### src/rtl/int_adder_pkg.sv
//==============================================================================
// Module  : int_adder_pkg
// Purpose : Dual-rail constants, FSM state types and completion helpers.
// Revision: 1.0 - initial release
//==============================================================================
`default_nettype none

package int_adder_pkg;

  localparam int RAIL_NUM = 2;

  localparam logic [RAIL_NUM-1:0] DR_NULL = 2'b00;
  localparam logic [RAIL_NUM-1:0] DR_0    = 2'b01;
  localparam logic [RAIL_NUM-1:0] DR_1    = 2'b10;
  localparam logic [RAIL_NUM-1:0] DR_ILL  = 2'b11;

  typedef enum logic [0:0] {
    IN_DATA = 1'b0,
    IN_NULL = 1'b1
  } in_state_t;

  typedef enum logic [1:0] {
    OUT_FREE = 2'd0,
    OUT_DATA = 2'd1,
    OUT_NULL = 2'd2
  } out_state_t;

  function automatic logic dr_is_data(input logic [RAIL_NUM-1:0] p);
    return (p == DR_0) || (p == DR_1);
  endfunction

  function automatic logic dr_is_null(input logic [RAIL_NUM-1:0] p);
    return p == DR_NULL;
  endfunction

  function automatic logic dr_is_illegal(input logic [RAIL_NUM-1:0] p);
    return p == DR_ILL;
  endfunction

endpackage

`default_nettype wire

### src/rtl/int_adder_mw_sync.sv
//==============================================================================
// Module  : dr_sync
// Purpose : SYNC_STAGES-deep flop chain bringing inputs into the clk domain.
// Revision: 1.0 - initial release
//==============================================================================
`default_nettype none

module dr_sync #(
  parameter int W           = 1,
  parameter int SYNC_STAGES = 2
) (
  input  logic         clk,
  input  logic         rst_n,
  input  logic [W-1:0] d,
  output logic [W-1:0] q
);

  logic [SYNC_STAGES-1:0][W-1:0] r_stage;

  always_ff @(posedge clk or negedge rst_n) begin
    if (!rst_n) begin
      r_stage <= '0;
    end else begin
      r_stage <= {r_stage[SYNC_STAGES-2:0], d};
    end
  end

  assign q = r_stage[SYNC_STAGES-1];

endmodule

`default_nettype wire

### src/rtl/int_adder_mw.sv
//==============================================================================
// Module  : int_adder_mw
// Purpose : Multi-word dual-rail (four-phase) adder, LS word first.
//           Optional macro INT_ADDER_MW_ERR_EN adds a sticky illegal-code err.
// Revision: 1.0 - initial release
//==============================================================================
`default_nettype none

module int_adder_mw
  import int_adder_pkg::*;
#(
  parameter     ENC         = "TP",
  parameter int WIDTH       = 8,
  parameter int WORDS       = 4,
  parameter int SYNC_STAGES = 2
) (
  input  logic                             clk,
  input  logic                             rst,
  input  logic [WIDTH-1:0][RAIL_NUM-1:0]   a,
  input  logic [WIDTH-1:0][RAIL_NUM-1:0]   b,
  output logic                             ack_o,
  output logic [WIDTH-1:0][RAIL_NUM-1:0]   s,
  output logic [RAIL_NUM-1:0]              c_out,
  input  logic                             ack_i
`ifdef INT_ADDER_MW_ERR_EN
  ,
  output logic                             err
`endif
);

  localparam int CNT_W = (WORDS > 1) ? $clog2(WORDS) : 1;
  localparam logic [CNT_W-1:0] C_CNT_LAST = CNT_W'(WORDS - 1);

  generate
    if (ENC != "TP") begin : g_bad_enc
      $fatal(1, "int_adder_mw: only ENC=\"TP\" is supported");
    end
    if (WIDTH < 1 || WIDTH > 64) begin : g_bad_width
      $fatal(1, "int_adder_mw: WIDTH out of range 1..64");
    end
    if (WORDS < 1 || WORDS > 256) begin : g_bad_words
      $fatal(1, "int_adder_mw: WORDS out of range 1..256");
    end
    if (SYNC_STAGES < 2 || SYNC_STAGES > 4) begin : g_bad_sync
      $fatal(1, "int_adder_mw: SYNC_STAGES out of range 2..4");
    end
  endgenerate

  logic [WIDTH-1:0][RAIL_NUM-1:0] w_a_sync, w_b_sync;
  logic                           w_ack_sync;

  dr_sync #(.W(WIDTH*RAIL_NUM), .SYNC_STAGES(SYNC_STAGES)) u_sync_a (
    .clk(clk), .rst_n(rst), .d(a), .q(w_a_sync)
  );
  dr_sync #(.W(WIDTH*RAIL_NUM), .SYNC_STAGES(SYNC_STAGES)) u_sync_b (
    .clk(clk), .rst_n(rst), .d(b), .q(w_b_sync)
  );
  dr_sync #(.W(1), .SYNC_STAGES(SYNC_STAGES)) u_sync_ack (
    .clk(clk), .rst_n(rst), .d(ack_i), .q(w_ack_sync)
  );

  in_state_t                      r_in_state, w_in_next;
  out_state_t                     r_out_state, w_out_next;
  logic [WIDTH-1:0][RAIL_NUM-1:0] r_s, w_s_dr;
  logic [RAIL_NUM-1:0]            r_c, w_c_dr;
  logic [CNT_W-1:0]               r_cnt;
  logic                           r_carry;
  logic                           w_data_cmp, w_null_cmp, w_cin, w_capture;
  logic [WIDTH-1:0]               w_a_bin, w_b_bin;
  logic [WIDTH:0]                 w_sum;

  // Rail 1 is the true rail, so it carries the binary value of a DATA bit.
  always_comb begin
    w_data_cmp = 1'b1;
    w_null_cmp = 1'b1;
    w_a_bin    = '0;
    w_b_bin    = '0;
    for (int i = 0; i < WIDTH; i++) begin
      w_data_cmp = w_data_cmp & dr_is_data(w_a_sync[i]) & dr_is_data(w_b_sync[i]);
      w_null_cmp = w_null_cmp & dr_is_null(w_a_sync[i]) & dr_is_null(w_b_sync[i]);
      w_a_bin[i] = w_a_sync[i][1];
      w_b_bin[i] = w_b_sync[i][1];
    end
  end

  always_comb begin
    w_cin = (r_cnt == '0) ? 1'b0 : r_carry;
    w_sum = {1'b0, w_a_bin} + {1'b0, w_b_bin} + {{WIDTH{1'b0}}, w_cin};
    w_s_dr = '0;
    for (int i = 0; i < WIDTH; i++) begin
      w_s_dr[i] = w_sum[i] ? DR_1 : DR_0;
    end
    w_c_dr = w_sum[WIDTH] ? DR_1 : DR_0;
  end

  assign w_capture = (r_in_state == IN_DATA) && w_data_cmp && (r_out_state == OUT_FREE);

  always_ff @(posedge clk or negedge rst) begin
    if (!rst) begin
      r_in_state  <= IN_DATA;
      r_out_state <= OUT_FREE;
    end else begin
      r_in_state  <= w_in_next;
      r_out_state <= w_out_next;
    end
  end

  always_comb begin
    w_in_next  = r_in_state;
    w_out_next = r_out_state;
    case (r_in_state)
      IN_DATA: if (w_capture)  w_in_next = IN_NULL;
      IN_NULL: if (w_null_cmp) w_in_next = IN_DATA;
      default: w_in_next = IN_DATA;
    endcase
    case (r_out_state)
      OUT_FREE: if (w_capture)   w_out_next = OUT_DATA;
      OUT_DATA: if (w_ack_sync)  w_out_next = OUT_NULL;
      OUT_NULL: if (!w_ack_sync) w_out_next = OUT_FREE;
      default:  w_out_next = OUT_FREE;
    endcase
  end

  always_comb begin
    ack_o = (r_in_state == IN_NULL);
    s     = r_s;
    c_out = r_c;
  end

  always_ff @(posedge clk or negedge rst) begin
    if (!rst) begin
      r_s     <= '0;
      r_c     <= DR_NULL;
      r_cnt   <= '0;
      r_carry <= 1'b0;
    end else if (w_capture) begin
      r_s     <= w_s_dr;
      r_c     <= w_c_dr;
      r_carry <= w_sum[WIDTH];
      r_cnt   <= (r_cnt == C_CNT_LAST) ? '0 : r_cnt + CNT_W'(1);
    end else if (r_out_state == OUT_DATA && w_ack_sync) begin
      r_s <= '0;
      r_c <= DR_NULL;
    end
  end

`ifdef INT_ADDER_MW_ERR_EN
  logic w_illegal;
  logic r_err;

  always_comb begin
    w_illegal = 1'b0;
    for (int i = 0; i < WIDTH; i++) begin
      w_illegal = w_illegal | dr_is_illegal(w_a_sync[i]) | dr_is_illegal(w_b_sync[i]);
    end
  end

  always_ff @(posedge clk or negedge rst) begin
    if (!rst) begin
      r_err <= 1'b0;
    end else if (w_illegal) begin
      r_err <= 1'b1;
    end
  end

  assign err = r_err;
`endif

endmodule

`default_nettype wire

### config.mk
export PLATFORM = sky130hd
export DESIGN_NAME = int_adder_mw
export DESIGN_NICKNAME = d
export VERILOG_FILES = /design/src/rtl/int_adder_pkg.sv /design/src/rtl/int_adder_mw_sync.sv /design/src/rtl/int_adder_mw.sv
export SDC_FILE = /design/constraint.sdc
export NUM_CORES = 1
export LEC_CHECK = 0
export ABC_AREA = 1
export CAP_MARGIN = 20
export CELL_PAD_IN_SITES_DETAIL_PLACEMENT = 1
export CELL_PAD_IN_SITES_GLOBAL_PLACEMENT = 1
export CORE_MARGIN = 3
export CORE_UTILIZATION = 42
export CTS_CLUSTER_DIAMETER = 120
export DETAILED_ROUTE_END_ITERATION = 10
export MAX_ROUTING_LAYER = met4
export PLACE_DENSITY_LB_ADDON = 0.1
export SYNTH_ARGS = -nofsm -noshare
export SYNTH_HDL_FRONTEND = slang
export SYNTH_SLANG_ARGS = --single-unit
### constraint.sdc
create_clock -name clk -period 2.73 [get_ports clk]
set_clock_uncertainty 0.2 [all_clocks]
set_input_delay 0.273 -clock clk [delete_from_list [all_inputs] [get_ports clk]]
set_output_delay 0.273 -clock clk [all_outputs]
set_load 0.02 [all_outputs]
== After elaboration in Yosys (flattened, before gate mapping) ==
Index checks and enable logic that the tools add are counted.

* Add/sub/neg operators: 3
* Equality and inequality tests: 38
* Multiplexer cells: 22
* Bitwise gates (word level): 31
* Reductions and logical operators: 39

{| class="wikitable"
|+ Operators with widths
! cell !! count
|-
| equality test 2 bit, second input constant || 18
|-
| logical NOT 2 bit || 18
|-
| equality test 2 x 1 -> 1 bit, second input constant || 17
|-
| 2-to-1 mux 16 bit || 2
|-
| AND 1 bit || 30
|-
| 2-to-1 mux 2 bit || 15
|-
| logical OR 1 bit || 16
|-
| adder 8 x 8 -> 9 bit || 1
|-
| adder 9 x 1 -> 9 bit || 1
|-
| case mux 2 bit (3 select lines) || 1
|-
| != test 2 bit, second input constant || 2
|-
| logical AND 1 bit || 3
|-
| 2-to-1 mux 1 bit || 3
|-
| AND reduction 3 bit || 1
|-
| adder 2 x 1 -> 2 bit, second input constant || 1
|-
| != test 2 x 1 -> 1 bit, second input constant || 1
|-
| case mux 1 bit (2 select lines) || 1
|-
| nonzero test 2 bit || 1
|-
| inverter 1 bit || 1
|}

* Bits in registers: 90
* Input port bits: 35
* Output and inout port bits: 19
* Logic and storage cells: 152

== Logic depth before layout (Yosys ltp) ==
Gate-level depths: netlist of run 1.

* Word-level depth: 21
* Gate-level depth with buffers: 13

== Modules after synthesis ==
A second synthesis of run 1 with hierarchy kept.

* Cell total of the unflattened synthesis: 366
* Area total of the unflattened synthesis: 3773.6 sq um

{| class="wikitable"
|+ Modules (own cells, without submodules)
! module !! times used !! cells each !! area an instance (sq um)
|-
| int_adder_mw || 1 || 268 || 1881.8
|-
| dr_sync (u_sync_a ...) || 2 || 48 || 920.9
|-
| dr_sync (u_sync_ack) || 1 || 2 || 50.0
|}

== Worst setup path after synthesis of run 1 ==
Ideal clock, no wire load.

* Path kind: register to register
* Start point: reg r_cnt[0]
* End point: reg r_s (netlist bit s[8])
* Setup time: 0.117 ns
* Data arrival time: 1.799 ns
* Data required time: 2.413 ns
* Setup slack: 0.614 ns
* Cell stages (with the launch flop): 12
* Buffers on the path: 0
* Cells stage by stage: dfrtp_1 inv_1 ha_1 nor2_1 fa_1 inv_1 fa_1 o21ai_1 or2_2 nand2_1 nand2_1 nand2_1

* Cells in the longest elaborated chain, start to end: 5

{| class="wikitable"
|+ RTL lines
! element !! RTL line !! source
|-
| from (decl) || int_adder_mw.sv:66 || <nowiki>logic [CNT_W-1:0] r_cnt;</nowiki>
|-
| from (signal assigned) || int_adder_mw.sv:140 || <nowiki>r_cnt <= (r_cnt == C_CNT_LAST) ? '0 : r_cnt + CNT_W'(1);</nowiki>
|-
| logical NOT 2 bit || int_adder_mw.sv:87 || <nowiki>w_cin = (r_cnt == '0) ? 1'b0 : r_carry;</nowiki>
|-
| 2-to-1 mux 1 bit || int_adder_mw.sv:87 ||
|-
| adder 9 x 1 -> 9 bit || int_adder_mw.sv:88 || <nowiki>w_sum = {1'b0, w_a_bin} + {1'b0, w_b_bin} + {{WIDTH{1'b0}}, w_cin};</nowiki>
|-
| 2-to-1 mux 2 bit || int_adder_mw.sv:91 || <nowiki>w_s_dr[i] = w_sum[i] ? DR_1 : DR_0;</nowiki>
|-
| 2-to-1 mux 16 bit || int_adder_mw.sv:136 || <nowiki>end else if (w_capture) begin</nowiki>
|-
| to (signal assigned) || int_adder_mw.sv:137 || <nowiki>r_s <= w_s_dr;</nowiki>
|-
| to (decl) || int_adder_mw.sv:64 || <nowiki>logic [WIDTH-1:0][RAIL_NUM-1:0] r_s, w_s_dr;</nowiki>
|}

Every way passes these cells.
A chain may end at the register's enable or synchronous reset.

== Final worst setup path of run 1 ==
Ends and elaborated chain as after synthesis.

==> impl_results.html, run 1 <==
<table>
<tr><th>Metric</th><th>Value</th></tr>
<tr><th colspan="2">Yosys</th></tr>
<tr><td>Post-Syn Area</td><td>3550 um^2</td></tr>
<tr><td>Synth warn</td><td>0</td></tr>
<tr><td>Syn_nets</td><td>391</td></tr>
<tr><td>Number of synthesized register bits</td><td>90</td></tr>
<tr><td>Register area share after synthesis</td><td>63.5%</td></tr>
<tr><td>Share of the synthesized area in the top cell type</td><td>63.5%</td></tr>
<tr><td>Number of distinct library cells after synthesis</td><td>22</td></tr>
<tr><td>Cells taking the most area after synthesis</td><td>sky130_fd_sc_hd__dfrtp_1 64%, sky130_fd_sc_hd__ha_1 8.8%, sky130_fd_sc_hd__nand2_1 8.4%</td></tr>
<tr><td>Post-synth top area cell</td><td>sky130_fd_sc_hd__dfrtp_1</td></tr>
<tr><td>Synthesized netlist cell count</td><td>329</td></tr>
<tr><td>Mean post-synth cell area</td><td>10.8 um^2</td></tr>
<tr><th colspan="2">Finish</th></tr>
<tr><td>Number of diodes added for antenna fixing</td><td>0</td></tr>
<tr><td>Area growth from synthesis to layout</td><td>24.0%</td></tr>
<tr><td>Net count of the finished layout</td><td>454</td></tr>
<tr><td>Final Util</td><td>55.2%</td></tr>
<tr><td>Fraction of final layout cells sized beyond drive strength 1</td><td>7.81%</td></tr>
<tr><td>Number of fill cells in the layout</td><td>886</td></tr>
<tr><th colspan="2">Die</th></tr>
<tr><td>Core region area</td><td>7970 um^2</td></tr>
<tr><td>Number of top-level design ports</td><td>54</td></tr>
<tr><td>Initial core utilization</td><td>44.5%</td></tr>
<tr><td>Rows</td><td>32</td></tr>
<tr><td>Die Area</td><td>9580 um^2</td></tr>
<tr><td>Die X-Extent</td><td>97.9 um</td></tr>
<tr><td>Height of the die</td><td>97.9 um</td></tr>
<tr><th colspan="2">CTS</th></tr>
<tr><td>Root cell of the clock tree</td><td>sky130_fd_sc_hd__clkbuf_8</td></tr>
<tr><td>CTS sink count</td><td>90</td></tr>
<tr><td>TritonCTS Buffers</td><td>9</td></tr>
<tr><td>Maximum root-to-sink buffer count</td><td>2</td></tr>
<tr><td>Post-CTS Setup Repair Bufs</td><td>0</td></tr>
<tr><td>Clock tree from TritonCTS</td><td>built</td></tr>
<tr><td>Clk slew on worst S/H paths</td><td>0.10 ns</td></tr>
<tr><td>Deepest level of the CTS H-tree</td><td>3</td></tr>
<tr><td>Clock Latency Late Sink</td><td>0.36 ns</td></tr>
<tr><td>Cts repair resizes</td><td>0</td></tr>
<tr><th colspan="2">Global route</th></tr>
<tr><td>GRT Resource Usage Total</td><td>15.7%</td></tr>
<tr><td>Largest net degree at the start of global routing</td><td>54</td></tr>
<tr><td>Wire length of the first global-routing pass</td><td>11.6 mm</td></tr>
<tr><td>Vias in the first global route</td><td>2518</td></tr>
<tr><td>Antenna violations before repair</td><td>0</td></tr>
<tr><td>Leftover overflow at the end of global routing</td><td>0</td></tr>
<tr><th colspan="2">Worst setup path</th></tr>
<tr><td>Crit end category</td><td>register</td></tr>
<tr><td>Largest driver fanout on the critical path</td><td>3</td></tr>
<tr><td>CP startpoint kind</td><td>register</td></tr>
<tr><td>Arr. time, crit path</td><td>2.34 ns</td></tr>
<tr><td>Critical Path RT</td><td>2.78 ns</td></tr>
<tr><td>Startpoint-to-endpoint class of the critical path</td><td>register to register</td></tr>
<tr><th colspan="2">Min path</th></tr>
<tr><td>Min-Delay Path Class</td><td>primary input to register</td></tr>
<tr><th colspan="2">Route</th></tr>
<tr><td>Total length of routed wires</td><td>6.53 mm</td></tr>
<tr><td>DRC violation total after the first TritonRoute iteration</td><td>51</td></tr>
<tr><td>1st-pass router iterations</td><td>4</td></tr>
<tr><td>Via Count</td><td>2289</td></tr>
<tr><td>Antenna Nets Post-Route</td><td>0</td></tr>
<tr><td>Wire length per cell after detailed routing</td><td>13.1 um</td></tr>
<tr><td>Number of vias per cell after detailed routing</td><td>4.59</td></tr>
<tr><td>Detailed-route DRC error count</td><td>0</td></tr>
<tr><th colspan="2">STA</th></tr>
<tr><td>TNS Setup</td><td>0 ns</td></tr>
<tr><td>Hold Violations, Final</td><td>0</td></tr>
<tr><td>Final worst-path cycle share</td><td>83.9%</td></tr>
<tr><td>Worst rel slew slack</td><td>65.7%</td></tr>
<tr><td>Setup repair after global routing missed its margin</td><td>no</td></tr>
<tr><td>Final period demand of the worst path</td><td>2.29 ns</td></tr>
<tr><td>Highest achievable clock rate</td><td>437 MHz</td></tr>
<tr><td># setup viols final</td><td>0</td></tr>
<tr><td>Transition at the pin with the smallest max-transition slack</td><td>0.515 ns</td></tr>
<tr><td>Max-slew violation count</td><td>0</td></tr>
<tr><th colspan="2">Place</th></tr>
<tr><td>Number of port buffers</td><td>53</td></tr>
<tr><td>Last weighted congestion value of the routability-driven placer</td><td>0.850</td></tr>
<tr><td>Half-perimeter wire length of the detailed placement result</td><td>5.08 mm</td></tr>
<tr><th colspan="2">Job</th></tr>
<tr><td>Total of max-cap violations</td><td>0</td></tr>
<tr><th colspan="2">Power</th></tr>
<tr><td>LEAKAGE</td><td>2.30 nW</td></tr>
<tr><td>Worst IR drop on VDD</td><td>0.354 mV</td></tr>
<tr><td>Power Dens Cells</td><td>567 nW/um^2</td></tr>
<tr><th colspan="2">Status</th></tr>
<tr><td>Status</td><td>finished, final reports clean</td></tr>
</table>
==> through the flow <==
stage                     instances  cell area (um^2)  worst slack [ns]  hold WS (ns)  power, mW
final                           499              4400             0.439         0.141       2.50
after floorplan                 329              3550             0.614        -0.223       1.54
after global routing            499              4400             0.233         0.117       2.63
after CTS                       499              4400             0.419         0.125       2.53
after global placement          482              4190             0.513        0.0747       1.65
after detailed placement        482              4190             0.443        0.0827       1.66
==> critical path, cell delays in order, from the launching register on <==
cell and delay [ns]:
sky130_fd_sc_hd__dfrtp_1 0.38, sky130_fd_sc_hd__inv_1 0.07, sky130_fd_sc_hd__ha_1 0.19, sky130_fd_sc_hd__nor2_1 0.12
sky130_fd_sc_hd__fa_1 0.23, sky130_fd_sc_hd__inv_1 0.06, sky130_fd_sc_hd__fa_1 0.42, sky130_fd_sc_hd__o21ai_1 0.22
sky130_fd_sc_hd__or2_2 0.15, sky130_fd_sc_hd__nand2_1 0.04, sky130_fd_sc_hd__nand2_1 0.05, sky130_fd_sc_hd__nand2_1 0.04
==> cell usage after synthesis <==
master,number
sky130_fd_sc_hd__a21oi_1,4
sky130_fd_sc_hd__buf_2,1
sky130_fd_sc_hd__buf_6,2
sky130_fd_sc_hd__dfrtp_1,90
sky130_fd_sc_hd__fa_1,2
sky130_fd_sc_hd__ha_1,25
sky130_fd_sc_hd__inv_1,59
sky130_fd_sc_hd__inv_2,4
sky130_fd_sc_hd__nand2_1,79
sky130_fd_sc_hd__nand3_1,24
sky130_fd_sc_hd__nand3_2,1
sky130_fd_sc_hd__nand3_4,1
sky130_fd_sc_hd__nand4_1,9
sky130_fd_sc_hd__nand4_2,1
sky130_fd_sc_hd__nor2_1,12
sky130_fd_sc_hd__nor2_2,2
sky130_fd_sc_hd__nor2_4,2
sky130_fd_sc_hd__o21ai_0,4
sky130_fd_sc_hd__o21ai_1,3
sky130_fd_sc_hd__o31ai_1,1
sky130_fd_sc_hd__or2_2,2
sky130_fd_sc_hd__xnor2_1,1
==> final cells by class <==
| type | count | area [um^2] | area share, % |
|---|---|---|---|
| clock inverter | 6 | 56.3 | 1.28 |
| multi-input combinational | 173 | 1030 | 23.4 |
| inverter | 63 | 236 | 5.38 |
| clock buffer | 10 | 138 | 3.13 |
| timing repair buffer | 55 | 558 | 12.7 |
| sequential | 90 | 2250 | 51.2 |
| tap | 102 | 128 | 2.90 |
==> layer usage <==
layer | global-route usage (%) | up-vias | wire (um)
met5 | - | - | 0
met1 | 18.9 | 1090 | 2980
met3 | 2.79 | 16 | 248
met2 | 25.8 | 46 | 3140
li1 | - | 1137 | -
met4 | 7.03 | 0 | 170
==> report_power, final <==
| part | total, mW | switching, mW | internal [mW] |
|---|---|---|---|
| Sequential | 1.40 | 0.0191 | 1.38 |
| Combinational | 0.223 | 0.121 | 0.103 |
| Clock | 0.872 | 0.494 | 0.378 |
| Total | 2.50 | 0.634 | 1.86 |
==> timing repair <==
item | 4_1_cts | 5_1_grt
hold endpoints to repair | 37 | 0
endpoints found under the setup margin | 0 | 0
hold buffers | 1 | 0
==> flip-flops by register name (all words and copies together) (netlist names) <==
register            count
r_carry                 1
u_sync_ack.r_stage      1
u_sync_b.q             16
r_out_state             2
u_sync_b.r_stage       16
s                      16
c_out                   2
u_sync_ack.q            1
r_cnt                   2
ack_o                   1
u_sync_a.q             16
u_sync_a.r_stage       16
==> cells by family after synthesis <==
kind of cell	count (synthesis)	share of synthesized area, %
and+or+nand+nor	133	17.1
DFF	90	63.5
buffers and inverters	66	7.44
adders and majority gates	27	9.95
AOI/OAI and AO/OA	12	1.76
xor gates and xnor gates	1	0.247
==> cells in the final DEF (no fill, tap or decap), types with 2 or more instances in the layout <==
master                            synthesis  routed
sky130_fd_sc_hd__nor2_1                  12      12
sky130_fd_sc_hd__inv_1                   59      59
sky130_fd_sc_hd__ha_1                    25      25
sky130_fd_sc_hd__dfrtp_1                 90      90
sky130_fd_sc_hd__o21ai_1                  3       3
sky130_fd_sc_hd__fa_1                     2       2
sky130_fd_sc_hd__or2_2                    2       2
sky130_fd_sc_hd__a21oi_1                  4       4
sky130_fd_sc_hd__nor2_4                   2       2
sky130_fd_sc_hd__clkdlybuf4s50_1          0      52
sky130_fd_sc_hd__inv_2                    4       4
sky130_fd_sc_hd__o21ai_0                  4       4
sky130_fd_sc_hd__nand2_1                 79      79
sky130_fd_sc_hd__nor2_2                   2       2
sky130_fd_sc_hd__inv_6                    0       3
sky130_fd_sc_hd__inv_8                    0       2
sky130_fd_sc_hd__clkbuf_8                 0      10
sky130_fd_sc_hd__nand4_1                  9       9
sky130_fd_sc_hd__nand3_1                 24      24
==> worst paths after layout <==
check | startpoint | to | slack (ns) | cells after the start
setup / recovery | r_cnt[0]$_DFFE_PN0P_ | s[8]$_DFFE_PN0P_ | 0.44 | 11
hold / removal | a[14] | u_sync_a.r_stage[14]$_DFF_PN0_ | 0.14 | 1
setup reg to reg | r_cnt[0]$_DFFE_PN0P_ | s[8]$_DFFE_PN0P_ | 0.44 | 11
hold reg to reg | u_sync_a.r_stage[5]$_DFF_PN0_ | u_sync_a.q[5]$_DFF_PN0_ | 0.15 | 0
max in group asynchronous | rst | u_sync_a.q[6]$_DFF_PN0_ | 1.48 | 3
min in group asynchronous | rst | u_sync_ack.r_stage[0]$_DFF_PN0_ | 0.22 | 2
Power figures use the tool's default switching activity.
==> run 2: changes to the inputs <==
--- a/config.mk
+++ b/config.mk
@@ -10,7 +10,7 @@
 export CELL_PAD_IN_SITES_DETAIL_PLACEMENT = 1
 export CELL_PAD_IN_SITES_GLOBAL_PLACEMENT = 1
 export CORE_MARGIN = 3
-export CORE_UTILIZATION = 42
+export CORE_UTILIZATION = 38
 export CTS_CLUSTER_DIAMETER = 120
 export DETAILED_ROUTE_END_ITERATION = 10
 export MAX_ROUTING_LAYER = met4
==> constraint.sdc (replaced) <==
create_clock -name clk -period 2.1 [get_ports clk]
set_clock_uncertainty 0.2 [all_clocks]
set_input_delay 0.21 -clock clk [delete_from_list [all_inputs] [get_ports clk]]
set_output_delay 0.21 -clock clk [all_outputs]
set_load 0.02 [all_outputs]
==> run 2 against run 1 <==
Against the previous run: critical path depth unchanged; utilization decreased by 3.6 points; die area increased by 9.9%; critical path type unchanged; largest power group unchanged; non-clock buffer count increased by 15; critical endpoint is now s[6]$_DFFE_PN0P_; maximum frequency increased by 10%; register-to-register slack got worse by 0.41 ns; worst setup slack got worse by 0.41 ns; clock-buffer cell count decreased by 1; routed wire length increased by 3.9%; global-route usage decreased by 0.81 points; highest routed layer unchanged.
==> impl_results.html, run 2 (synthesis gave the netlist of run 1 again) <==
<table>
<tr><th>Metric</th><th>Value</th></tr>
<tr><th colspan="2">STA</th></tr>
<tr><td>Setup repair after global routing missed its margin</td><td>yes (was no)</td></tr>
<tr><td>Final worst-path cycle share</td><td>98.7% (was 83.9%)</td></tr>
<tr><td>Max-slew violation count</td><td>0 (unchanged)</td></tr>
<tr><td>Final period demand of the worst path</td><td>2.07 ns (was 2.29 ns)</td></tr>
<tr><td>Hold Violations, Final</td><td>0 (unchanged)</td></tr>
<tr><td>Final Worst Setup Slack</td><td>0.0264 ns (was 0.439 ns)</td></tr>
<tr><td>TNS Setup</td><td>0 ns (unchanged)</td></tr>
<tr><td>Worst rel slew slack</td><td>72.5% (was 65.7%)</td></tr>
<tr><td>Hold WS</td><td>0.0780 ns (was 0.141 ns)</td></tr>
<tr><td>Highest achievable clock rate</td><td>482 MHz (was 437 MHz)</td></tr>
<tr><td># setup viols final</td><td>0 (unchanged)</td></tr>
<tr><td>Transition at the pin with the smallest max-transition slack</td><td>0.413 ns (was 0.515 ns)</td></tr>
<tr><th colspan="2">Place</th></tr>
<tr><td>Last weighted congestion value of the routability-driven placer</td><td>0.819 (was 0.850)</td></tr>
<tr><td>Placed Area</td><td>4250 um^2 (was 4190 um^2)</td></tr>
<tr><td>Half-perimeter wire length of the detailed placement result</td><td>5.25 mm (was 5.08 mm)</td></tr>
<tr><td>Pre-CTS setup slack</td><td>-0.0993 ns (was 0.443 ns)</td></tr>
<tr><td>Number of port buffers</td><td>53 (unchanged)</td></tr>
<tr><th colspan="2">CTS</th></tr>
<tr><td>Deepest level of the CTS H-tree</td><td>3 (unchanged)</td></tr>
<tr><td>TritonCTS Buffers</td><td>9 (unchanged)</td></tr>
<tr><td>CTS sink count</td><td>90 (unchanged)</td></tr>
<tr><td>Maximum root-to-sink buffer count</td><td>2 (unchanged)</td></tr>
<tr><td>Clock tree from TritonCTS</td><td>built (unchanged)</td></tr>
<tr><td>Root cell of the clock tree</td><td>sky130_fd_sc_hd__clkbuf_8 (unchanged)</td></tr>
<tr><td>Clock Latency Late Sink</td><td>0.36 ns (about the same)</td></tr>
<tr><td>Clk slew on worst S/H paths</td><td>0.09 ns (was 0.10 ns)</td></tr>
<tr><th colspan="2">Worst setup path</th></tr>
<tr><td>Startpoint-to-endpoint class of the critical path</td><td>register to register (unchanged)</td></tr>
<tr><td>Crit path cell chain</td><td>inv_2 -&gt; ha_4 -&gt; nor2_4 -&gt; fa_2 -&gt; buf_4 -&gt; nand3_1 -&gt; nand3_2 -&gt; or2_2 -&gt; nand2_1 -&gt; nand2_1 -&gt; nand2_1 (was inv_1 -&gt; ha_1 -&gt; nor2_1 -&gt; fa_1 -&gt; inv_1 -&gt; fa_1 -&gt; o21ai_1 -&gt; or2_2 -&gt; nand2_1 -&gt; nand2_1 -&gt; nand2_1)</td></tr>
<tr><td>CP startpoint kind</td><td>register (unchanged)</td></tr>
<tr><td>CP Depth</td><td>11 (unchanged)</td></tr>
<tr><td>Crit end category</td><td>register (unchanged)</td></tr>
<tr><td>Length in cells of the worst reg-to-reg path</td><td>11 (unchanged)</td></tr>
<tr><td>Largest driver fanout on the critical path</td><td>3 (unchanged)</td></tr>
<tr><td>Highest cell delay on the worst timing path</td><td>0.40 ns (was 0.42 ns)</td></tr>
<tr><td>Arr. time, crit path</td><td>2.18 ns (was 2.34 ns)</td></tr>
<tr><td>Count of buffering cells on the critical path with inverters included</td><td>2 (unchanged)</td></tr>
<tr><td>Standard cell with the maximum stage delay on the critical path</td><td>sky130_fd_sc_hd__dfrtp_1 (was sky130_fd_sc_hd__fa_1)</td></tr>
<tr><td>Worst path top cell family by delay</td><td>simple AND/OR/NAND/NOR gates (was adder cells)</td></tr>
<tr><td>Top cell by count, worst path</td><td>sky130_fd_sc_hd__nand2_1 (unchanged)</td></tr>
<tr><td>Critical Path RT</td><td>2.20 ns (was 2.78 ns)</td></tr>
<tr><th colspan="2">Finish</th></tr>
<tr><td>Net count of the finished layout</td><td>469 (was 454)</td></tr>
<tr><td>Commonest cells after routing, fill and taps aside</td><td>90 x sky130_fd_sc_hd__dfrtp_1, 75 x sky130_fd_sc_hd__nand2_1, 55 x sky130_fd_sc_hd__inv_1 (was 90 x sky130_fd_sc_hd__dfrtp_1, 79 x sky130_fd_sc_hd__nand2_1, 59 x sky130_fd_sc_hd__inv_1)</td></tr>
<tr><td>Most common cell after layout, fill and taps aside</td><td>sky130_fd_sc_hd__dfrtp_1 (unchanged)</td></tr>
<tr><td>Final instance area</td><td>4590 um^2 (was 4400 um^2)</td></tr>
<tr><td>Fraction of final layout cells sized beyond drive strength 1</td><td>15.8% (was 7.81%)</td></tr>
<tr><td>Area growth from synthesis to layout</td><td>29.4% (was 24.0%)</td></tr>
<tr><td>Number of diodes added for antenna fixing</td><td>0 (unchanged)</td></tr>
<tr><th colspan="2">Power</th></tr>
<tr><td>Combinational fraction of design power</td><td>9.8% (was 8.9%)</td></tr>
<tr><td>Cell internal pwr</td><td>2.39 mW (was 1.86 mW)</td></tr>
<tr><td>Power Dens Cells</td><td>704 nW/um^2 (was 567 nW/um^2)</td></tr>
<tr><td>Net Sw Frac</td><td>25.8% (was 25.4%)</td></tr>
<tr><td>Power dissipated by switching net loads</td><td>0.833 mW (was 0.634 mW)</td></tr>
<tr><td>Pwr Total</td><td>3.23 mW (was 2.50 mW)</td></tr>
<tr><td>Worst IR drop on VDD</td><td>0.382 mV (was 0.354 mV)</td></tr>
<tr><td>Register share of total power</td><td>56.4% (was 56.1%)</td></tr>
<tr><td>LEAKAGE</td><td>2.39 nW (was 2.30 nW)</td></tr>
<tr><td>Clock power frac</td><td>33.8% (was 34.9%)</td></tr>
<tr><th colspan="2">Die</th></tr>
<tr><td>Height of the die</td><td>103 um (was 97.9 um)</td></tr>
<tr><td>Die X-Extent</td><td>103 um (was 97.9 um)</td></tr>
<tr><td>Number of top-level design ports</td><td>54 (unchanged)</td></tr>
<tr><td>Initial core utilization</td><td>39.9% (was 44.5%)</td></tr>
<tr><td>Rows</td><td>34 (was 32)</td></tr>
<tr><td>Core region area</td><td>8890 um^2 (was 7970 um^2)</td></tr>
<tr><td>Die Area</td><td>10500 um^2 (was 9580 um^2)</td></tr>
<tr><th colspan="2">Job</th></tr>
<tr><td>Total of max-cap violations</td><td>0 (unchanged)</td></tr>
<tr><th colspan="2">Route</th></tr>
<tr><td>1st-pass router iterations</td><td>4 (unchanged)</td></tr>
<tr><td>DRC violation total after the first TritonRoute iteration</td><td>37 (was 51)</td></tr>
<tr><td>Wire length per cell after detailed routing</td><td>13.1 um (about the same)</td></tr>
<tr><td>Total length of routed wires</td><td>6.79 mm (was 6.53 mm)</td></tr>
<tr><td>Detailed-route DRC error count</td><td>0 (unchanged)</td></tr>
<tr><td>Antenna Nets Post-Route</td><td>0 (unchanged)</td></tr>
<tr><td>Number of vias per cell after detailed routing</td><td>4.52 (was 4.59)</td></tr>
<tr><td>Via Count</td><td>2349 (was 2289)</td></tr>
<tr><th colspan="2">Min path</th></tr>
<tr><td>Worst hold path depth</td><td>1 (unchanged)</td></tr>
<tr><td>Min-Delay Path Class</td><td>primary input to register (unchanged)</td></tr>
<tr><th colspan="2">Status</th></tr>
<tr><td>Status</td><td>finished, final reports clean (unchanged)</td></tr>
<tr><th colspan="2">Global route</th></tr>
<tr><td>Wire length of the first global-routing pass</td><td>11.6 mm (about the same)</td></tr>
<tr><td>Antenna violations before repair</td><td>0 (unchanged)</td></tr>
<tr><td>Vias in the first global route</td><td>2471 (was 2518)</td></tr>
<tr><td>GRT Resource Usage Total</td><td>14.9% (was 15.7%)</td></tr>
<tr><td>Largest net degree at the start of global routing</td><td>34 (was 54)</td></tr>
<tr><td>Leftover overflow at the end of global routing</td><td>0 (unchanged)</td></tr>
</table>
==> run 2: timing repair <==
item,4_1_cts,5_1_grt
gates resized for setup,12,10
pin swaps,8,9
endpoints found under the setup margin,13,17
buffers inserted,3,6
endpoints found under the hold margin,90,0
hold buffers,1,0
==> run 2: per-stage QoR <==
stage	std cells	utilization, %
after floorplan	329	-
after global placement	494	47.8
after detailed placement	494	47.8
after CTS	514	50.7
after global routing	520	51.6
final	520	51.6
==> run 2: path summary, 6_finish.rpt <==
kind                                               start                             to  slack [ns]
setup reg to reg                    r_cnt[1]$_DFFE_PN0P_               s[6]$_DFFE_PN0P_        0.03
hold / removal                                      b[8]  u_sync_b.r_stage[8]$_DFF_PN0_        0.08
hold reg to reg            u_sync_b.r_stage[5]$_DFF_PN0_        u_sync_b.q[5]$_DFF_PN0_        0.15
min in group asynchronous                            rst         u_sync_ack.q$_DFF_PN0_        0.12
max in group asynchronous                            rst        u_sync_b.q[0]$_DFF_PN0_        1.03
setup / recovery                    r_cnt[1]$_DFFE_PN0P_               s[6]$_DFFE_PN0P_        0.03
==> run 2: power by group through the flow <==
stage          clock network, mW  registers (mW)  logic, mW
6_report                    1.09            1.82      0.315
5_1_grt                     1.22            1.83      0.368
4_1_cts                     1.15            1.82      0.311
3_5_place_dp                   0            1.86      0.302
3_3_place_gp                   0            1.85      0.292
2_1_floorplan                  0            1.85      0.152
==> run 2: worst reg2reg max path: cells and delay by family (launching register included) <==
kind	cells	cell delay, ns
adder cells (fa/ha/maj)	2	0.48
buffers and inverters	2	0.24
flip-flops	1	0.40
AND/OR/NAND/NOR	7	0.71
==> run 2: final cells by class <==
type | count | area [um^2]
Clock inverter | 7 | 61.3
Sequential cell | 90 | 2250
Fill cell | 973 | 4300
Tap cell | 108 | 135
Clock buffer | 9 | 124
Multi-Input combinational cell | 173 | 1110
Inverter | 63 | 236
Timing Repair Buffer | 70 | 671
==> run 2: per-layer routing <==
layer | GRT usage (%) | share of wire [%] | up-vias
met4 | 6.05 | 1.9 | 0
met5 | - | 0 | -
li1 | - | - | 1169
met1 | 18.7 | 44 | 1123
met2 | 23.5 | 50 | 46
met3 | 3.11 | 4.1 | 11
==> run 3: changes to the inputs <==
--- a/config.mk
+++ b/config.mk
@@ -13,6 +13,7 @@
 export CORE_UTILIZATION = 38
 export CTS_CLUSTER_DIAMETER = 120
 export DETAILED_ROUTE_END_ITERATION = 10
+export HOLD_SLACK_MARGIN = 0.12
 export MAX_ROUTING_LAYER = met4
 export PLACE_DENSITY_LB_ADDON = 0.1
 export SYNTH_ARGS = -nofsm -noshare
==> run 3 against run 2 <==
Against the previous run: highest routed layer unchanged; global-route usage grew 1.2 points; largest power group unchanged; combinational power rose by 16%; clock-buffer cell count is the same; non-clock buffer count increased by 33; clock power barely moved.
==> impl_results.html, run 3 (synthesis gave the netlist of run 1 again) <==
<table>
<tr><th>Metric</th><th>Value</th></tr>
<tr><th colspan="2">STA</th></tr>
<tr><td>Hold Violations, Final</td><td>0 (unchanged)</td></tr>
<tr><td>TNS Setup</td><td>0 ns (unchanged)</td></tr>
<tr><td>Final worst-path cycle share</td><td>98.7% (about the same)</td></tr>
<tr><td># setup viols final</td><td>0 (unchanged)</td></tr>
<tr><td>Hold WS</td><td>0.125 ns (was 0.0780 ns)</td></tr>
<tr><td>Worst rel slew slack</td><td>72.0% (was 72.5%)</td></tr>
<tr><td>Final period demand of the worst path</td><td>2.07 ns (about the same)</td></tr>
<tr><td>Transition at the pin with the smallest max-transition slack</td><td>0.420 ns (was 0.413 ns)</td></tr>
<tr><td>Setup repair after global routing missed its margin</td><td>yes (unchanged)</td></tr>
<tr><td>Highest achievable clock rate</td><td>482 MHz (about the same)</td></tr>
<tr><td>Max-slew violation count</td><td>0 (unchanged)</td></tr>
<tr><th colspan="2">Die</th></tr>
<tr><td>Core region area</td><td>8890 um^2 (unchanged)</td></tr>
<tr><td>Number of top-level design ports</td><td>54 (unchanged)</td></tr>
<tr><td>Die X-Extent</td><td>103 um (unchanged)</td></tr>
<tr><td>Rows</td><td>34 (unchanged)</td></tr>
<tr><td>Die Area</td><td>10500 um^2 (unchanged)</td></tr>
<tr><td>Height of the die</td><td>103 um (unchanged)</td></tr>
<tr><td>Initial core utilization</td><td>39.9% (unchanged)</td></tr>
<tr><th colspan="2">Finish</th></tr>
<tr><td>Number of diodes added for antenna fixing</td><td>0 (unchanged)</td></tr>
<tr><td>Net count of the finished layout</td><td>502 (was 469)</td></tr>
<tr><td>Most common cell after layout, fill and taps aside</td><td>sky130_fd_sc_hd__dfrtp_1 (unchanged)</td></tr>
<tr><td>Multi-input gate area</td><td>1110 um^2 (unchanged)</td></tr>
<tr><td>Final instance area</td><td>4920 um^2 (was 4590 um^2)</td></tr>
<tr><td>Number of fill cells in the layout</td><td>953 (was 973)</td></tr>
<tr><td>Area growth from synthesis to layout</td><td>38.7% (was 29.4%)</td></tr>
<tr><td>Sequential Area</td><td>2250 um^2 (unchanged)</td></tr>
<tr><td>Fraction of final layout cells sized beyond drive strength 1</td><td>14.6% (was 15.8%)</td></tr>
<tr><td>Commonest cells after routing, fill and taps aside</td><td>90 x sky130_fd_sc_hd__dfrtp_1, 75 x sky130_fd_sc_hd__nand2_1, 55 x sky130_fd_sc_hd__inv_1 (unchanged)</td></tr>
<tr><th colspan="2">Place</th></tr>
<tr><td>Placed Area</td><td>4250 um^2 (unchanged)</td></tr>
<tr><td>Half-perimeter wire length of the detailed placement result</td><td>5.25 mm (unchanged)</td></tr>
<tr><td>Last weighted congestion value of the routability-driven placer</td><td>0.819 (unchanged)</td></tr>
<tr><td>Number of port buffers</td><td>53 (unchanged)</td></tr>
<tr><th colspan="2">Worst setup path</th></tr>
<tr><td>Crit end category</td><td>register (unchanged)</td></tr>
<tr><td>Startpoint of the most critical register-to-register path</td><td>r_cnt[1]$_DFFE_PN0P_ (unchanged)</td></tr>
<tr><td>Launch point of the critical path</td><td>r_cnt[1]$_DFFE_PN0P_ (unchanged)</td></tr>
<tr><td>Top cell by count, worst path</td><td>sky130_fd_sc_hd__nand2_1 (unchanged)</td></tr>
<tr><td>Critical Path RT</td><td>2.20 ns (about the same)</td></tr>
<tr><td>CP startpoint kind</td><td>register (unchanged)</td></tr>
<tr><td>Arr. time, crit path</td><td>2.18 ns (about the same)</td></tr>
<tr><td>Standard cell with the maximum stage delay on the critical path</td><td>sky130_fd_sc_hd__dfrtp_1 (unchanged)</td></tr>
<tr><td>Largest driver fanout on the critical path</td><td>3 (unchanged)</td></tr>
<tr><td>Highest cell delay on the worst timing path</td><td>0.40 ns (about the same)</td></tr>
<tr><td>Startpoint-to-endpoint class of the critical path</td><td>register to register (unchanged)</td></tr>
<tr><td>Crit path cell chain</td><td>inv_2 -&gt; ha_4 -&gt; nor2_4 -&gt; fa_2 -&gt; buf_4 -&gt; nand3_1 -&gt; nand3_2 -&gt; or2_2 -&gt; nand2_1 -&gt; nand2_1 -&gt; nand2_1 (unchanged)</td></tr>
<tr><th colspan="2">Route</th></tr>
<tr><td>Number of vias per cell after detailed routing</td><td>4.47 (was 4.52)</td></tr>
<tr><td>DRC violation total after the first TritonRoute iteration</td><td>36 (was 37)</td></tr>
<tr><td>Wire length per cell after detailed routing</td><td>13.1 um (about the same)</td></tr>
<tr><td>1st-pass router iterations</td><td>4 (unchanged)</td></tr>
<tr><td>Detailed-route DRC error count</td><td>0 (unchanged)</td></tr>
<tr><td>Via Count</td><td>2474 (was 2349)</td></tr>
<tr><td>Total length of routed wires</td><td>7.25 mm (was 6.79 mm)</td></tr>
<tr><td>Antenna Nets Post-Route</td><td>0 (unchanged)</td></tr>
<tr><th colspan="2">CTS</th></tr>
<tr><td>Clock tree from TritonCTS</td><td>built (unchanged)</td></tr>
<tr><td>CTS sink count</td><td>90 (unchanged)</td></tr>
<tr><td>Maximum root-to-sink buffer count</td><td>2 (unchanged)</td></tr>
<tr><td>Root cell of the clock tree</td><td>sky130_fd_sc_hd__clkbuf_8 (unchanged)</td></tr>
<tr><td>Clock Latency Late Sink</td><td>0.36 ns (about the same)</td></tr>
<tr><td>TritonCTS Buffers</td><td>9 (unchanged)</td></tr>
<tr><td>Deepest level of the CTS H-tree</td><td>3 (unchanged)</td></tr>
<tr><td>Clk slew on worst S/H paths</td><td>0.09 ns (about the same)</td></tr>
<tr><th colspan="2">Global route</th></tr>
<tr><td>Antenna violations before repair</td><td>0 (unchanged)</td></tr>
<tr><td>GRT Resource Usage Total</td><td>16.1% (was 14.9%)</td></tr>
<tr><td>Leftover overflow at the end of global routing</td><td>0 (unchanged)</td></tr>
<tr><td>Vias in the first global route</td><td>2691 (was 2471)</td></tr>
<tr><td>Largest net degree at the start of global routing</td><td>34 (unchanged)</td></tr>
<tr><td>Wire length of the first global-routing pass</td><td>12.6 mm (was 11.6 mm)</td></tr>
<tr><th colspan="2">Status</th></tr>
<tr><td>Status</td><td>finished, final reports clean (unchanged)</td></tr>
<tr><th colspan="2">Power</th></tr>
<tr><td>Power Dens Cells</td><td>668 nW/um^2 (was 704 nW/um^2)</td></tr>
<tr><td>Worst IR drop on VDD</td><td>0.388 mV (was 0.382 mV)</td></tr>
<tr><td>LEAKAGE</td><td>2.52 nW (was 2.39 nW)</td></tr>
<tr><th colspan="2">Job</th></tr>
<tr><td>Total of max-cap violations</td><td>0 (unchanged)</td></tr>
<tr><th colspan="2">Min path</th></tr>
<tr><td>Min-Delay Path Class</td><td>primary input to async pin (was primary input to register)</td></tr>
</table>
## run 3: cell types whose count changed in the layout (fill, tap and decap cells not counted), sizes merged
cell | previous run | this run
dlygate4sd3 | 1 | 34
## run 3: path summary, 6_finish.rpt
check / endpoint / slack (ns) / cells past startpoint
max: s[6]$_DFFE_PN0P_ / 0.03 / 11
min: u_sync_ack.q$_DFF_PN0_ / 0.12 / 2
max reg2reg: s[6]$_DFFE_PN0P_ / 0.03 / 11
min reg2reg: u_sync_a.q[4]$_DFF_PN0_ / 0.15 / 0
max in group asynchronous: u_sync_b.q[0]$_DFF_PN0_ / 1.02 / 3
min in group clk: u_sync_a.q[4]$_DFF_PN0_ / 0.15 / 0
## run 3: what timing repair did
action                                 CTS  global route
setup endpoints to repair               13            17
pin swaps                                8             9
setup buffers                            3             6
hold buffers                            34             0
endpoints found under the hold margin  123             0
gates resized for setup                 12            10
gates cloned                             0             0
## run 3: area by class of cell
class	instances	area share, %
Clock buffer	9	2.52
Sequential cell	90	45.8
Inverter	63	4.81
Timing Repair Buffer	103	20.4
Clock inverter	7	1.25
Multi-Input combinational cell	173	22.5
Tap cell	108	2.75
## run 3: where the power goes
group          leakage [nW]  total, mW  internal, mW  switching, mW
combinational          1.33      0.366         0.185          0.181
clock                0.0940       1.10         0.454          0.646
sequential             1.10       1.82          1.80         0.0246
## run 3: layer usage
layer / share of wire, % / track usage [%] / wire [um] / vias to the layer above
met3: 3.4 / 3.11 / 248 / 11
met2: 51 / 26.4 / 3680 / 46
met1: 44 / 19.7 / 3200 / 1182
met5: 0 / - / 0 / -
met4: 1.7 / 6.05 / 126 / 0
li1: - / - / - / 1235
## run 3: critical path: cells and delay by family (launching register included)
kind | cells | cell delay [ns]
buffers and inverters | 2 | 0.24
DFF | 1 | 0.40
and+or+nand+nor | 7 | 0.70
adders and majority gates | 2 | 0.48
## run 3: metrics by stage
step / total power, mW / setup WS [ns] / utilization (%) / std cells
floorplan: 2.00 / 0.0247 / - / 329
global placement: 2.15 / -0.0325 / 47.8 / 494
detailed placement: 2.16 / -0.0993 / 47.8 / 494
CTS: 3.33 / -0.0113 / 54.4 / 547
global route: 3.48 / -0.0763 / 55.3 / 553
finish: 3.29 / 0.0263 / 55.3 / 553
